File: src/rtl/rf_pkg.sv
// Shared definitions for the register-file arbiter: register index map,
// data width and the arbiter state encoding.
package rf_pkg;

   localparam int DATA_W   = 8;
   localparam int NUM_REGS = 5;

   localparam logic [2:0] REG_A = 3'd0;
   localparam logic [2:0] REG_B = 3'd1;
   localparam logic [2:0] REG_C = 3'd2;
   localparam logic [2:0] REG_D = 3'd3;
   localparam logic [2:0] REG_F = 3'd4;

   typedef enum logic [1:0] {
      IDLE  = 2'd0,
      DRIVE = 2'd1,
      ACK   = 2'd2
   } arb_state_e;

endpackage

File: src/rtl/rr_pick.sv
// Combinational round-robin picker: first set request at or after the
// pointer, searching upward with wrap-around.
module rr_pick #(
   parameter int NREQ = 4,
   parameter int PW   = $clog2(NREQ)
) (
   input  logic [NREQ-1:0] req_i,
   input  logic [PW-1:0]   ptr_i,
   output logic            valid_o,
   output logic [PW-1:0]   id_o
);

   always_comb begin
      valid_o = 1'b0;
      id_o    = '0;
      for (int i = 0; i < NREQ; i++) begin
         if (!valid_o && req_i[(int'(ptr_i) + i) % NREQ]) begin
            valid_o = 1'b1;
            id_o    = PW'((int'(ptr_i) + i) % NREQ);
         end
      end
   end

endmodule

File: src/rtl/rf_arb.sv
// Round-robin arbiter/sequencer sharing one register file between NREQ
// requesters; one access per IDLE/DRIVE/ACK sequence, all outputs registered.
module rf_arb
   import rf_pkg::*;
#(
   parameter int NREQ = 4,
   parameter int DW   = DATA_W,
   parameter int SW   = 3
) (
   input  logic               clk,
   input  logic               rst,
   input  logic [NREQ-1:0]    req,
   input  logic [NREQ-1:0]    wr,
   input  logic [NREQ*SW-1:0] sel,
   input  logic [NREQ*DW-1:0] wdata,
   output logic [NREQ-1:0]    ack,
   output logic               err,
   output logic [DW-1:0]      rdata,
   output logic               busy,
   output logic [DW-1:0]      rf_d,
   output logic               rf_as,
   output logic               rf_bs,
   output logic               rf_cs,
   output logic               rf_ds,
   output logic               rf_fs,
   output logic               rf_re,
   output logic               rf_we,
   input  logic [DW-1:0]      rf_p
);

   localparam int PW = $clog2(NREQ);

   arb_state_e         state_q, state_d;
   logic [PW-1:0]      ptr_q, ptr_d;
   logic [PW-1:0]      id_q, id_d;
   logic               wr_q, wr_d;
   logic [SW-1:0]      sel_q, sel_d;
   logic [DW-1:0]      wdata_q, wdata_d;
   logic [NREQ-1:0]    ack_q, ack_d;
   logic               err_q, err_d;
   logic [DW-1:0]      rdata_q, rdata_d;
   logic               busy_q, busy_d;
   logic [DW-1:0]      rfd_q, rfd_d;
   logic [4:0]         rfsel_q, rfsel_d;
   logic               re_q, re_d;
   logic               we_q, we_d;

   logic               pickValid;
   logic [PW-1:0]      pickId;
   logic [SW-1:0]      pickSel;

   rr_pick #(.NREQ(NREQ), .PW(PW)) u_pick (
      .req_i   (req),
      .ptr_i   (ptr_q),
      .valid_o (pickValid),
      .id_o    (pickId)
   );

   assign pickSel = sel[int'(pickId)*SW +: SW];

   // The register-file strobes are computed while leaving IDLE so that they
   // are registered outputs during DRIVE and reset can clear them at once.
   always_comb begin
      state_d = state_q;
      ptr_d   = ptr_q;
      id_d    = id_q;
      wr_d    = wr_q;
      sel_d   = sel_q;
      wdata_d = wdata_q;
      ack_d   = '0;
      err_d   = err_q;
      rdata_d = rdata_q;
      busy_d  = busy_q;
      rfd_d   = rfd_q;
      rfsel_d = rfsel_q;
      re_d    = re_q;
      we_d    = we_q;
      case (state_q)
         IDLE: begin
            if (pickValid) begin
               id_d    = pickId;
               wr_d    = wr[pickId];
               sel_d   = pickSel;
               wdata_d = wdata[int'(pickId)*DW +: DW];
               busy_d  = 1'b1;
               err_d   = 1'b0;
               state_d = DRIVE;
               if (pickSel < SW'(NUM_REGS)) begin
                  rfsel_d = 5'(1) << pickSel;
                  re_d    = 1'b1;
                  we_d    = wr[pickId];
                  rfd_d   = wdata[int'(pickId)*DW +: DW];
               end else begin
                  rfsel_d = '0;
                  re_d    = 1'b0;
                  we_d    = 1'b0;
               end
            end
         end
         DRIVE: begin
            rfsel_d    = '0;
            re_d       = 1'b0;
            we_d       = 1'b0;
            ack_d[id_q] = 1'b1;
            state_d    = ACK;
            if (sel_q < SW'(NUM_REGS)) begin
               err_d   = 1'b0;
               rdata_d = wr_q ? wdata_q : rf_p;
            end else begin
               err_d   = 1'b1;
               rdata_d = '0;
            end
         end
         ACK: begin
            err_d   = 1'b0;
            busy_d  = 1'b0;
            ptr_d   = (id_q == PW'(NREQ-1)) ? '0 : id_q + PW'(1);
            state_d = IDLE;
         end
         default: begin
            state_d = IDLE;
         end
      endcase
   end

   always_ff @(posedge clk or negedge rst) begin
      if (!rst) begin
         state_q <= IDLE;
         ptr_q   <= '0;
         id_q    <= '0;
         wr_q    <= 1'b0;
         sel_q   <= '0;
         wdata_q <= '0;
         ack_q   <= '0;
         err_q   <= 1'b0;
         rdata_q <= '0;
         busy_q  <= 1'b0;
         rfd_q   <= '0;
         rfsel_q <= '0;
         re_q    <= 1'b0;
         we_q    <= 1'b0;
      end else begin
         state_q <= state_d;
         ptr_q   <= ptr_d;
         id_q    <= id_d;
         wr_q    <= wr_d;
         sel_q   <= sel_d;
         wdata_q <= wdata_d;
         ack_q   <= ack_d;
         err_q   <= err_d;
         rdata_q <= rdata_d;
         busy_q  <= busy_d;
         rfd_q   <= rfd_d;
         rfsel_q <= rfsel_d;
         re_q    <= re_d;
         we_q    <= we_d;
      end
   end

   assign ack   = ack_q;
   assign err   = err_q;
   assign rdata = rdata_q;
   assign busy  = busy_q;
   assign rf_d  = rfd_q;
   assign rf_as = rfsel_q[REG_A];
   assign rf_bs = rfsel_q[REG_B];
   assign rf_cs = rfsel_q[REG_C];
   assign rf_ds = rfsel_q[REG_D];
   assign rf_fs = rfsel_q[REG_F];
   assign rf_re = re_q;
   assign rf_we = we_q;

endmodule

File: config.mk
export PLATFORM = sky130hd
export DESIGN_NAME = rf_arb
export DESIGN_NICKNAME = d
export VERILOG_FILES = /design/src/rtl/rf_pkg.sv /design/src/rtl/rr_pick.sv /design/src/rtl/rf_arb.sv
export SDC_FILE = /design/constraint.sdc
export NUM_CORES = 1
export LEC_CHECK = 0
export BUFFER_PORTS_ARGS = -buffer_cell sky130_fd_sc_hd__buf_2
export CAP_MARGIN = 40
export CORE_UTILIZATION = 50
export DETAILED_ROUTE_END_ITERATION = 12
export PLACE_DENSITY = 0.8
export SETUP_SLACK_MARGIN = 0.5
export SYNTH_ARGS = -nofsm -noshare
export SYNTH_HDL_FRONTEND = slang
export SYNTH_SLANG_ARGS = --single-unit
export TNS_END_PERCENT = 50
File: constraint.sdc
create_clock -name clk -period 2.15 [get_ports clk]
set_input_delay 0.215 -clock clk [delete_from_list [all_inputs] [get_ports clk]]
set_output_delay 0.215 -clock clk [all_outputs]
set_load 0.02 [all_outputs]
==> reports/results.tsv <==
metric	value	unit
commonest cells in the netlist	nand2_1, dfrtp_1, o211ai_1	
#FFs+latches synth	47	
Mapped Area	2590	um2
Core Box Area	4850	um2
Die W	73.9	um
combinational power share	59.9	%
Critical Path Slowest Stage Cell	dfrtp_2	
switching part of the total	43.1	%
leak pwr	1.79	nW
clock share of power	9.6	%
utilization after layout	73.6	%
VDD IR max	921	uV
switching pwr	2.27	mW
final instance area	3570	um2
DR WL/cell	14.4	um
post-synthesis cell count	257	
Crit path arrival time	2.15	ns
filler cell count in the final layout	368	
antenna cells	0	
CP max stage delay	0.42	ns
top area cells in the synthesized netlist	dfrtp_1, mux2_2, nand2_1	
sequential share of power	30.4	%
drt pass-1 iters	4	
Power Internal	2.99	mW
NumNets Final	435	
Seq/Total Area, Yosys	45.5	%
hold crit path type	in2reg	
final hold vios	0	
CP Cell Sequence	a21boi_2 -> o32ai_4 -> buf_12 -> mux2i_4 -> mux2i_4 -> buf_6 -> o211ai_1 -> o211ai_1	
Max-cap violations	0	
Finished Layout Cells	434	
TritonCTS clock tree	yes	
CP Class	reg2reg	
initial antenna violation count	0	
Pins Over Slew Limit	0	
gr usage total	22.9	%
# rows	25	
synth warn	0	
vias in the first global route	2081	
final worst-path cycle share	92.2	%
Starting Density	53.3	%
Die ar.	5460	um2
IO Port Bufs	90	
synthesized area per cell	10.1	um2
die height	73.9	um
Overflow after GRT	0	
Worst Tran Pin Value	0.591	ns
Top-Level Pins	91	
clk_skew	0.00689	ns
via count	2259	
largest net degree at the start of global routing	48	
CP Launch Type	register	
Critical Path RT	2.32	ns
Synth Flop Type	dfrtp_1	
EDFF count, synth	0	
Synth Net Count	326	
Clock transition at path regs	0.08	ns
fraction of registers with async set/reset	100	%
placed cell areas	3180	um2
Worst setup EP type	register	
Skew-Pair Late Insertion Delay	0.30	ns
Distinct cells, synth	35	
CTS Buf Count	5	
cell taking the most area after synthesis	dfrtp_1	
DRC Markers	0	
delay-heaviest family, CP	compound AO/OA/AOI/OAI gates	
Max Clk Rate	505	MHz
Root Driver	clkbuf_8	
crit path buf inv count	2	
worst-path fanout max	10	
final setup vio count	0	
Placed Cells	412	
global placement routability congestion	0.895	
fin crit period	1.98	ns
HPWL Detailed	4270	um
Num Clock Sinks	47	
initial detailed-routing violation count	91	
first-pass GRT wire length	9550	um
Longest Clk Path Bufs	2	
drt total wl	6240	um
Final ANT Viol Nets	0	
Slew headroom	60.4	%
dominant cell by count in the synthesized netlist	nand2_1	
Yosys top cell area share	45.5	%
layout cells sized above 1	45.2	%
drt via density	5.21	
status	complete, no violations	
H-tree depth	2	
P per Cell Area	1470	nW/um2
RSZ-0062 raised after global routing	yes	
Synth-to-Final Area Change	38.0	%
==> layout by cell type (no fill, tap or decap), drive strengths merged, types with 2 or more instances in the layout <==
cell | Yosys | final
inv | 13 | 13
mux2i | 18 | 18
nand3 | 9 | 9
a32o | 2 | 2
nor2b | 7 | 7
o21ai | 17 | 17
mux2 | 19 | 19
and2 | 4 | 4
a22o | 3 | 3
nand2 | 50 | 50
ha | 7 | 7
a21boi | 2 | 2
o211ai | 24 | 24
o31ai | 2 | 2
nor2 | 7 | 7
clkbuf | 7 | 7
buf | 10 | 118
dfrtp | 47 | 47
==> cells by family after synthesis <==
family,count (synthesis),share of synthesized area (%)
AO/OA/AOI/OAI,55,16.0
adder cells (fa/ha/maj),7,3.39
buffers and inverters,30,5.81
flip-flops,47,45.5
multiplexers,37,15.5
AND/OR/NAND/NOR,81,13.8
==> state kept, by name, summed over array words and instances (netlist names) <==
name and flops:
rf_we 1, state_q 2, wr_q 1, sel_q 3, ack 4, rf_d 8, ptr_q 2, wdata_q 8
id_q 2, busy 1, rfsel_q 5, rf_re 1, err 1, rdata 8
==> worst min-delay path, cell delays in order <==
cell and delay, ns:
buf_2 0.08, mux2_2 0.13, nand3_1 0.06, o21ai_0 0.06
==> metrics by stage <==
| step | hold WS, ns | worst slack [ns] | total power [mW] | setup TNS, ns |
|---|---|---|---|---|
| 3_5_place_dp | 0.329 | -0.0326 | 4.24 | -0.0540 |
| 5_1_grt | 0.311 | 0.0833 | 5.64 | 0 |
| 4_1_cts | 0.279 | 0.201 | 5.07 | 0 |
| 6_report | 0.286 | 0.168 | 5.26 | 0 |
| 2_1_floorplan | -0.0806 | 0.254 | 3.47 | 0 |
| 3_3_place_gp | 0.333 | 0.0415 | 4.14 | 0 |
==> power groups by stage <==
stage / clock (mW) / sequential [mW] / combinational [mW]
after floorplan: 0 / 1.81 / 1.67
after global placement: 0 / 1.58 / 2.55
after detailed placement: 0 / 1.60 / 2.64
after CTS: 0.524 / 1.59 / 2.96
after global routing: 0.548 / 1.66 / 3.44
final: 0.506 / 1.60 / 3.15
==> layer usage <==
metal | GRT usage (%) | up-vias | wire length, um
met5 | 0 | - | 0
met4 | 5.77 | 0 | 89
met3 | 4.94 | 10 | 346
met2 | 38.7 | 97 | 3160
met1 | 30.0 | 1037 | 2650
li1 | - | 1115 | -
==> worst paths after layout <==
check | start | end | slack [ns] | cells past startpoint
worst max-delay path | ptr_q[1] | rf_d[7] | 0.17 | 8
worst min-delay path | rf_p[2] | rdata[2] | 0.29 | 4
worst max register to register | ptr_q[1] | rf_d[7] | 0.17 | 8
worst min register to register | wdata_q[3] | wdata_q[3] | 0.47 | 2
max in group asynchronous | rst | ptr_q[1] | 1.19 | 3
min in group asynchronous | rst | rdata[3] | 0.53 | 3
==> layout make-up <==
class	instances	area [um2]	area share (%)
Clock buffer	7	76.3	2.14
Clock inverter	1	5.00	0.140
Inverter	13	48.8	1.37
Multi-Input combinational cell	180	1430	40.1
Sequential cell	47	1180	33.0
Tap cell	67	83.8	2.35
Timing Repair Buffer	119	746	20.9
==> timing repair <==
item,4_1_cts,5_1_grt
pin swaps,18,20
hold endpoints to repair,24,0
endpoints found under the setup margin,27,28
hold buffers,1,0
resized for setup,22,18
setup buffers,8,3
gates cloned,2,0
Note: power is estimated with default switching activity, not from simulation.
